`src/rtl/car_mon_pkg.sv`:
```
// Shared definitions for the N-lane intersection monitor: lane state
// encoding, HOLD kind values and default timing/threshold constants.
package car_mon_pkg;

    typedef enum logic [2:0] {
        ST_IDLE  = 3'd0,
        ST_PASS  = 3'd1,
        ST_SPEED = 3'd2,
        ST_RED   = 3'd3,
        ST_HOLD  = 3'd4
    } lane_state_e;

    // Kind bit carried by HOLD: which warning is being held.
    localparam logic KIND_SPEED = 1'b0;
    localparam logic KIND_RED   = 1'b1;

    localparam int DEF_SPEED_LIMIT = 31;
    localparam int DEF_CLK_DIV     = 6250000;

endpackage

```
`src/rtl/car_blink_gen.sv`:
```
// Blink generator: divider counting 0..CLK_DIV-1, a one-cycle tick on the
// last count and a square-wave blink that toggles on each tick. Lights-out
// holds divider and blink at 0 so every lit period starts in a known phase.
module car_blink_gen
    import car_mon_pkg::*;
#(
    parameter int CLK_DIV = DEF_CLK_DIV
) (
    input  logic clk,
    input  logic rst_n,
    input  logic light_out_time,
    output logic tick,
    output logic blink
);

    localparam int DIV_W = (CLK_DIV > 1) ? $clog2(CLK_DIV) : 1;
    localparam logic [DIV_W-1:0] DIV_LAST = DIV_W'(CLK_DIV - 1);

    logic [DIV_W-1:0] div;

    assign tick = ~light_out_time && (div == DIV_LAST);

    // Divider and blink toggle; both forced to 0 while lights are out.
    always_ff @(posedge clk or negedge rst_n) begin
        if (!rst_n) begin
            div   <= '0;
            blink <= 1'b0;
        end else if (light_out_time) begin
            div   <= '0;
            blink <= 1'b0;
        end else if (tick) begin
            // NOTE: state registers use non-blocking assignments so every
            // flop samples the pre-edge values, independent of block order.
            div   <= '0;
            blink <= ~blink;
        end else begin
            div   <= div + DIV_W'(1);
        end
    end

endmodule

```
`src/rtl/car_monitor_n.sv`:
```
// N-lane intersection monitor. One violation FSM per lane (IDLE, PASS,
// SPEED, RED, HOLD) with a blink-tick timed warning hold, a registered
// velocity display enable and, when CAR_MON_CNT_EN is defined, per-lane
// saturating overspeed and red-run entry counters. With CAR_MON_CNT_EN
// undefined no counters are built, Speed_cnt/Red_cnt read 0 and Clr_cnt
// is ignored.
module car_monitor_n
    import car_mon_pkg::*;
#(
    parameter int N_LANES     = 4,
    parameter int VEL_W       = 6,
    parameter int SPEED_LIMIT = DEF_SPEED_LIMIT,
    parameter int CLK_DIV     = DEF_CLK_DIV,
    parameter int HOLD_TICKS  = 8,
    parameter int CNT_W       = 8,
    localparam int POS_W      = $clog2(N_LANES)
) (
    input  logic                       CLK,
    input  logic                       RST_n,
    input  logic [N_LANES-1:0]         Switch,
    input  logic [POS_W-1:0]           Signal_Pos,
    input  logic [N_LANES*VEL_W-1:0]   In_velocity,
    input  logic                       light_out_time,
    input  logic                       Clr_cnt,
    output logic [N_LANES-1:0]         vel_visibility,
    output logic [N_LANES-1:0]         buz_position,
    output logic [N_LANES-1:0]         Warn_led,
    output logic [N_LANES*CNT_W-1:0]   Speed_cnt,
    output logic [N_LANES*CNT_W-1:0]   Red_cnt
);

    localparam int HW = $clog2(HOLD_TICKS + 1);

    logic tick;
    logic blink;

    car_blink_gen #(
        .CLK_DIV(CLK_DIV)
    ) u_blink (
        .clk           (CLK),
        .rst_n         (RST_n),
        .light_out_time(light_out_time),
        .tick          (tick),
        .blink         (blink)
    );

`ifndef CAR_MON_CNT_EN
    logic unused_clr;
    assign unused_clr = Clr_cnt;
`endif

    for (genvar i = 0; i < N_LANES; i++) begin : g_lane
        lane_state_e    state, state_nxt;
        logic           kind, kind_nxt;
        logic [HW-1:0]  hold, hold_nxt;
        logic           vis_q;
        logic           car, green, over;

        assign car   = Switch[i];
        assign green = (Signal_Pos == POS_W'(i));
        assign over  = (32'(In_velocity[i*VEL_W +: VEL_W]) >= 32'(SPEED_LIMIT));

        // Next-state selection in priority order: red run, overspeed, then
        // per-state behaviour (hold entry, hold countdown, pass/idle).
        always_comb begin
            // NOTE: every variable gets a default first so no path leaves it
            // unassigned, which would otherwise infer a latch.
            state_nxt = state;
            kind_nxt  = kind;
            hold_nxt  = hold;
            if (light_out_time) begin
                state_nxt = ST_IDLE;
                hold_nxt  = '0;
            end else if (car && !green) begin
                state_nxt = ST_RED;
                kind_nxt  = KIND_RED;
            end else if (car && over) begin
                state_nxt = ST_SPEED;
                kind_nxt  = KIND_SPEED;
            end else begin
                case (state)
                    ST_SPEED: begin
                        state_nxt = ST_HOLD;
                        kind_nxt  = KIND_SPEED;
                        hold_nxt  = HW'(HOLD_TICKS);
                    end
                    ST_RED: begin
                        state_nxt = ST_HOLD;
                        kind_nxt  = KIND_RED;
                        hold_nxt  = HW'(HOLD_TICKS);
                    end
                    ST_HOLD: begin
                        if (hold == '0) state_nxt = ST_IDLE;
                        else if (tick)  hold_nxt  = hold - HW'(1);
                    end
                    default: state_nxt = car ? ST_PASS : ST_IDLE;
                endcase
            end
        end

        // Lane state, hold kind/counter and registered display enable.
        always_ff @(posedge CLK or negedge RST_n) begin
            if (!RST_n) begin
                state <= ST_IDLE;
                kind  <= KIND_SPEED;
                hold  <= '0;
                vis_q <= 1'b0;
            end else begin
                state <= state_nxt;
                kind  <= kind_nxt;
                hold  <= hold_nxt;
                vis_q <= car && green && !light_out_time;
            end
        end

        assign vel_visibility[i] = vis_q;
        assign buz_position[i]   = blink && ((state == ST_SPEED) ||
                                             ((state == ST_HOLD) && (kind == KIND_SPEED)));
        assign Warn_led[i]       = blink && ((state == ST_RED) ||
                                             ((state == ST_HOLD) && (kind == KIND_RED)));

`ifdef CAR_MON_CNT_EN
        logic [CNT_W-1:0] spd_cnt, red_cnt;
        logic             spd_entry, red_entry;

        assign spd_entry = (state_nxt == ST_SPEED) && (state != ST_SPEED);
        assign red_entry = (state_nxt == ST_RED)   && (state != ST_RED);

        // Saturating entry counters; clear wins over a same-cycle entry.
        always_ff @(posedge CLK or negedge RST_n) begin
            if (!RST_n) begin
                spd_cnt <= '0;
                red_cnt <= '0;
            end else if (Clr_cnt) begin
                spd_cnt <= '0;
                red_cnt <= '0;
            end else begin
                if (spd_entry && (spd_cnt != '1)) spd_cnt <= spd_cnt + CNT_W'(1);
                if (red_entry && (red_cnt != '1)) red_cnt <= red_cnt + CNT_W'(1);
            end
        end

        assign Speed_cnt[i*CNT_W +: CNT_W] = spd_cnt;
        assign Red_cnt[i*CNT_W +: CNT_W]   = red_cnt;
`else
        assign Speed_cnt[i*CNT_W +: CNT_W] = '0;
        assign Red_cnt[i*CNT_W +: CNT_W]   = '0;
`endif
    end

endmodule

```
`config.mk`:
```
export PLATFORM = sky130hd
export DESIGN_NAME = car_monitor_n
export DESIGN_NICKNAME = d
export VERILOG_FILES = /design/src/rtl/car_mon_pkg.sv /design/src/rtl/car_blink_gen.sv /design/src/rtl/car_monitor_n.sv
export SDC_FILE = /design/constraint.sdc
export NUM_CORES = 1
export LEC_CHECK = 0
export ABC_CLOCK_PERIOD_IN_PS = 2220
export CORE_ASPECT_RATIO = 0.6
export CORE_UTILIZATION = 44
export DETAILED_ROUTE_END_ITERATION = 16
export PLACE_DENSITY = 0.86
export SLEW_MARGIN = 20
export SYNTH_ARGS = -nofsm -noshare
export SYNTH_HDL_FRONTEND = slang
export SYNTH_SLANG_ARGS = --single-unit
```
`constraint.sdc`:
```
create_clock -name CLK -period 2.22 [get_ports CLK]
set_input_delay 0.666 -clock CLK [delete_from_list [all_inputs] [get_ports CLK]]
set_output_delay 0.666 -clock CLK [all_outputs]
set_load 0.03 [all_outputs]
```
After elaboration in Yosys (flattened, before gate mapping). Cells that the tools add are included.

Flip-flop bits (word level): 60. Input port bits: 34. Output and inout port bits: 76. Logic and storage cells: 205.

$add $sub $neg: 5. $lt $le $gt $ge: 4. Equality and inequality tests: 36. Muxes and demuxes: 64. Bitwise logic cells: 6. Reductions and logical operators: 72.

Operators by type and width (count): $mux 4 (20); $mux 3 (16); $mux 23 (2); $logic_and 1x1->1 (33); $pmux 4 s2 (4); $eq 3x2->1 const B (8); $ge 6x5->1 const B (4); $ne 3x3->1 const B (8); $pmux 3 s2 (4); $add 23x1->23 const B (1); $eq 23x23->1 const B (1); $ne 5x5->1 const B (4); $reduce_and 5->1 (4); $logic_not 4->1 (4); $ne 2x2->1 const B (8); $reduce_bool 4->1 (4); $sub 4x1->4 const B (4); $mux 1 (14); $eq 3x3->1 const B (4); $reduce_bool 3->1 (4); $logic_or 1x1->1 (8); $pmux 1 s2 (4); $reduce_and 2->1 (4); $reduce_or 2->1 (4); other kinds (6) (16).

Longest topological paths before layout.
Word-level depth: 8. Gate-level depth with buffers: 8.

By module. Synthesis repeated with hierarchy kept, for this count alone.

Cell total of the unflattened synthesis: 443. Area, all modules: 3986.3 um2.

Modules (own cells, without submodules): car_monitor_n (instances 1, cells an instance 315, area each 2766.4 um2, seq. area each 900.9 um2); car_blink_gen (instances 1, cells an instance 128, area each 1219.9 um2, seq. area each 600.6 um2).

Worst setup path before layout. OpenSTA, ideal clock, no wires.

Path type: register to output. Start point: reg g_lane[2].state[1]. End point: out Warn_led[2]. Arrival: 1708 ps. Required time: 1554 ps. Setup slack: -154 ps. Cell stages (with the launch flop): 4. Buffers on the path: 0. Cells stage by stage: dfrtp_1 -> nor3b_1 -> nand2_1 -> a21boi_0.

Word-level cells in the longest chain between the ends: 4. Elaborated cells on any way between the ends: 5.

Ends and longest elaborated chain: start, declared (RTL line car_monitor_n.sv:53) `lane_state_e state, state_nxt;`; start signal, assigned (RTL line car_monitor_n.sv:109) `state <= state_nxt;`; $eq 3x3->1 (RTL line car_monitor_n.sv:120) `((state == ST_HOLD) && (kind == KIND_RED)));`; $logic_and 1x1->1 (RTL line car_monitor_n.sv:120); $logic_or 1x1->1 * (RTL line car_monitor_n.sv:119) `assign Warn_led[i] = blink && ((state == ST_RED) ||`; $logic_and 1x1->1 * (RTL line car_monitor_n.sv:119); end, declared (RTL line car_monitor_n.sv:27) `output logic [N_LANES-1:0] Warn_led,`.

Every way passes the cells marked *; elsewhere a longest branch is shown, timed or not.

Worst setup path after layout.
Start point: reg u_blink.div[8]. End point: reg g_lane[0].hold[1].

Word-level cells in the longest chain between the ends: 4.

Ends and longest elaborated chain: start, declared (RTL line car_blink_gen.sv:19) `logic [DIV_W-1:0] div;`; start signal, assigned (RTL line car_blink_gen.sv:37) `div <= div + DIV_W'(1);`; $eq 23x23->1 (RTL line car_blink_gen.sv:21) `assign tick = ~light_out_time && (div == DIV_LAST);`; $logic_and 1x1->1 (RTL line car_blink_gen.sv:21); $ne 3x3->1 (no source line); $reduce_and 5->1 (no source line); end signal, assigned (RTL line car_monitor_n.sv:111) `hold <= hold_nxt;`; end, declared (RTL line car_monitor_n.sv:55) `logic [HW-1:0] hold, hold_nxt;`.

No other way between the ends. A chain may end at the register's enable or synchronous reset.

==> flow_metrics.tcl <==
set metrics [dict create \
    result_of_the_run "complete, no violations" \
    antenna_violations_before_repair 0 \
    drt_iter0_markers 279 \
    required_ns 2.46 \
    grt_first_pass_wirelength_um 14600 \
    drt_pre_antenna_iters 5 \
    most-common-layout-cells "conb_1, dfrtp_1, nor2_1" \
    setup.worst_path.class "reg -> reg" \
    critPathLaunch "u_blink.div[8]" \
    stdcell_count 641 \
    regToRegStartpoint "u_blink.div[8]" \
    fin_crit_sh 0.969 \
    numClockSinks 60 \
    syn2layout_area_growth_pct 24.0 \
    cts_tree "yes" \
    clk_root_buffer_cell "clkbuf_16" \
    cellPowerDensity_mw_per_mm2 613 \
    fmax_mhz 465 \
    synth.top_cells.by_area "dfrtp_1, buf_4, nor2_1" \
    routed.top_layer "met4" \
    worst-path-buf-inv 1 \
    cap_violations 0 \
    critical-path-max-stage-delay_ns 0.46 \
    cts-root-to-sink-buffers 2 \
    power_mw 2.96 \
    synth_flop_cell "dfrtp_1" \
    largest_driver_fanout_on_the_critical_path 5 \
    drt_drc_violations_left 0 \
    gp_congestion 0.847 \
    yosys_warnings 0 \
    synth_cells 446 \
    cp_slowest_cell "or4_4" \
    routed-via-count 3423 \
    n_fill_cell 714 \
    cp_top_family "simple AND/OR/NAND/NOR gates" \
    drt_wl_total_um 9000 \
    synth_top_area_frac 0.386 \
    arrival_ns 2.40 \
    seq_area_frac_synth 0.386 \
    worst_setup_path_start_kind "register" \
    finalWorstPathRequiredPeriod_ns 2.15 \
    die_h_um 74.8 \
    dpl.cell_count 625 \
    synth_edf_count 0 \
    detail-route-antenna-nets 0 \
    detail_route.wirelength.met1_um 3840 \
    via_per_inst 5.34 \
    grt_start_max_net_pins 61 \
    grt_pass1_vias 3169 \
    timing.critical_path.to_type "register" \
    timing.critical_path.cells "nor4_4 -> nand2_2 -> or4_4 -> buf_4 -> or3_1 -> a31oi_1" \
    post-dp-hpwl_um 6440 \
    die_w_um 123 \
    synthesis.area_per_instance_sq_um 8.72 \
    hold_viol 0 \
    dieArea_sq_mm 0.00923 \
    nets 565 \
    final_common_cell "conb_1" \
    num_io_pins 110 \
    diodes_inserted 0 \
    static-leakage-power_nw 2.15 \
    globalRouteTotalUtil 0.207 \
    met2_wirelength_um 4380 \
    inserted_clock_buffers 9 \
    ys_seq_elements 60 \
    skew_ns 0.00764 \
    synth_area_sq_mm 0.00389 \
    max_h_tree_level 3 \
    finalMaxSlewViolations 0 \
    async_flop_share 1.00 \
    holdCritPathClass "in -> async" \
    cts_hold_repair.buffers 0 \
    clk_pin_slew_ns 0.05 \
    row_count 26 \
    floorplan.core_area_sq_mm 0.00856 \
    met3RoutedLength_um 605 \
    globalRoute.totalOverflow 0 \
    peakVddDrop_uv 349 \
    worst_skew_pair.late_latency_ns 0.33 \
    avgRoutedWirePerCell_um 14.0 \
    yosys.area.top_type "dfrtp_1" \
    drive_above_1_share 0.164 \
    setup_viol 0 \
    initial_standard_cell_utilization_of_the_core 0.455 \
    portBuffers 44 \
    ys_types 51 \
]
## state kept, by name, indices dropped and copies added (netlist names)
name / flops
u_blink.div: 23
g_lane.hold: 16
g_lane.state: 12
g_lane.kind: 4
g_lane.vis_q: 4
u_blink.blink: 1
## cell usage after synthesis (11+ instances only)
master and count:
a31oi_1 18, xor2_1 13, inv_1 19, nor3_1 11, dfrtp_1 60, nand3_1 24
a21oi_1 15, nand2_1 29, nand2b_1 13, nor2_1 49, buf_4 71
## through the flow
stage | hold slack [ns] | cell area, sq um | util | TNS, ns | setup slack, ns
2_1_floorplan | 0.370 | 4130 | - | 0 | 0.0535
4_1_cts | 0.354 | 4750 | 0.555 | 0 | 0.00107
3_5_place_dp | 0.528 | 4440 | 0.519 | -4.71 | -0.334
6_report | 0.342 | 4820 | 0.564 | 0 | 0.0685
3_3_place_gp | 0.521 | 4440 | 0.519 | -3.89 | -0.278
5_1_grt | 0.379 | 4820 | 0.564 | -0.0212 | -0.00908
## kinds of logic after synthesis
kind of cell	count (synthesis)	synth area share
adder cells (fa/ha/maj)	5	0.0161
multiplexers	5	0.0132
AO/OA/AOI/OAI	64	0.109
buffers and inverters	100	0.170
flip-flops	60	0.386
AND/OR/NAND/NOR	189	0.256
XOR/XNOR	22	0.0496
other	1	0.000964
## layout make-up
class / instances / area, sq um / area share
Multi-Input combinational cell: 349 / 2040 / 0.422
Sequential cell: 60 / 1500 / 0.312
Clock inverter: 2 / 35.0 / 0.00726
Clock buffer: 12 / 256 / 0.0532
Timing Repair Buffer: 87 / 781 / 0.162
Tap cell: 112 / 140 / 0.0291
Inverter: 19 / 71.3 / 0.0148
## power breakdown
group / internal [mW] / switching [mW]
registers: 1.13 / 0.0346
clock network: 0.913 / 0.453
logic: 0.146 / 0.282
total: 2.19 / 0.770
## per-layer routing
metal  vias to the layer above  GRT usage
li1                       1583          -
met1                      1662      0.254
met2                       157      0.341
met5                         -          0
met3                        21     0.0621
met4                         0     0.0937
## worst register-to-register path, stage by stage, from the launching register on
cell	delay (ns)
dfrtp_2	0.45
nor4_4	0.33
nand2_2	0.14
or4_4	0.46
buf_4	0.18
or3_1	0.34
a31oi_1	0.18
## path summary, 6_finish.rpt
path	to	slack [ns]	cells past startpoint
max in group asynchronous	u_blink.div[8]	1.60	2
min reg2reg	u_blink.div[22]	0.54	2
min	g_lane[3].state[2]	0.34	2
min in group CLK	u_blink.div[22]	0.54	2
max	g_lane[0].hold[1]	0.07	6
max reg2reg	g_lane[0].hold[1]	0.07	6
## timing repair
item                       in CTS  in global routing
pin swaps                       0                  5
hold endpoints to repair        0                  0
resized for setup               6                 16
buffers inserted                0                  2
setup endpoints to repair       5                 18
No activity file was read; power rests on OpenSTA's default activity.
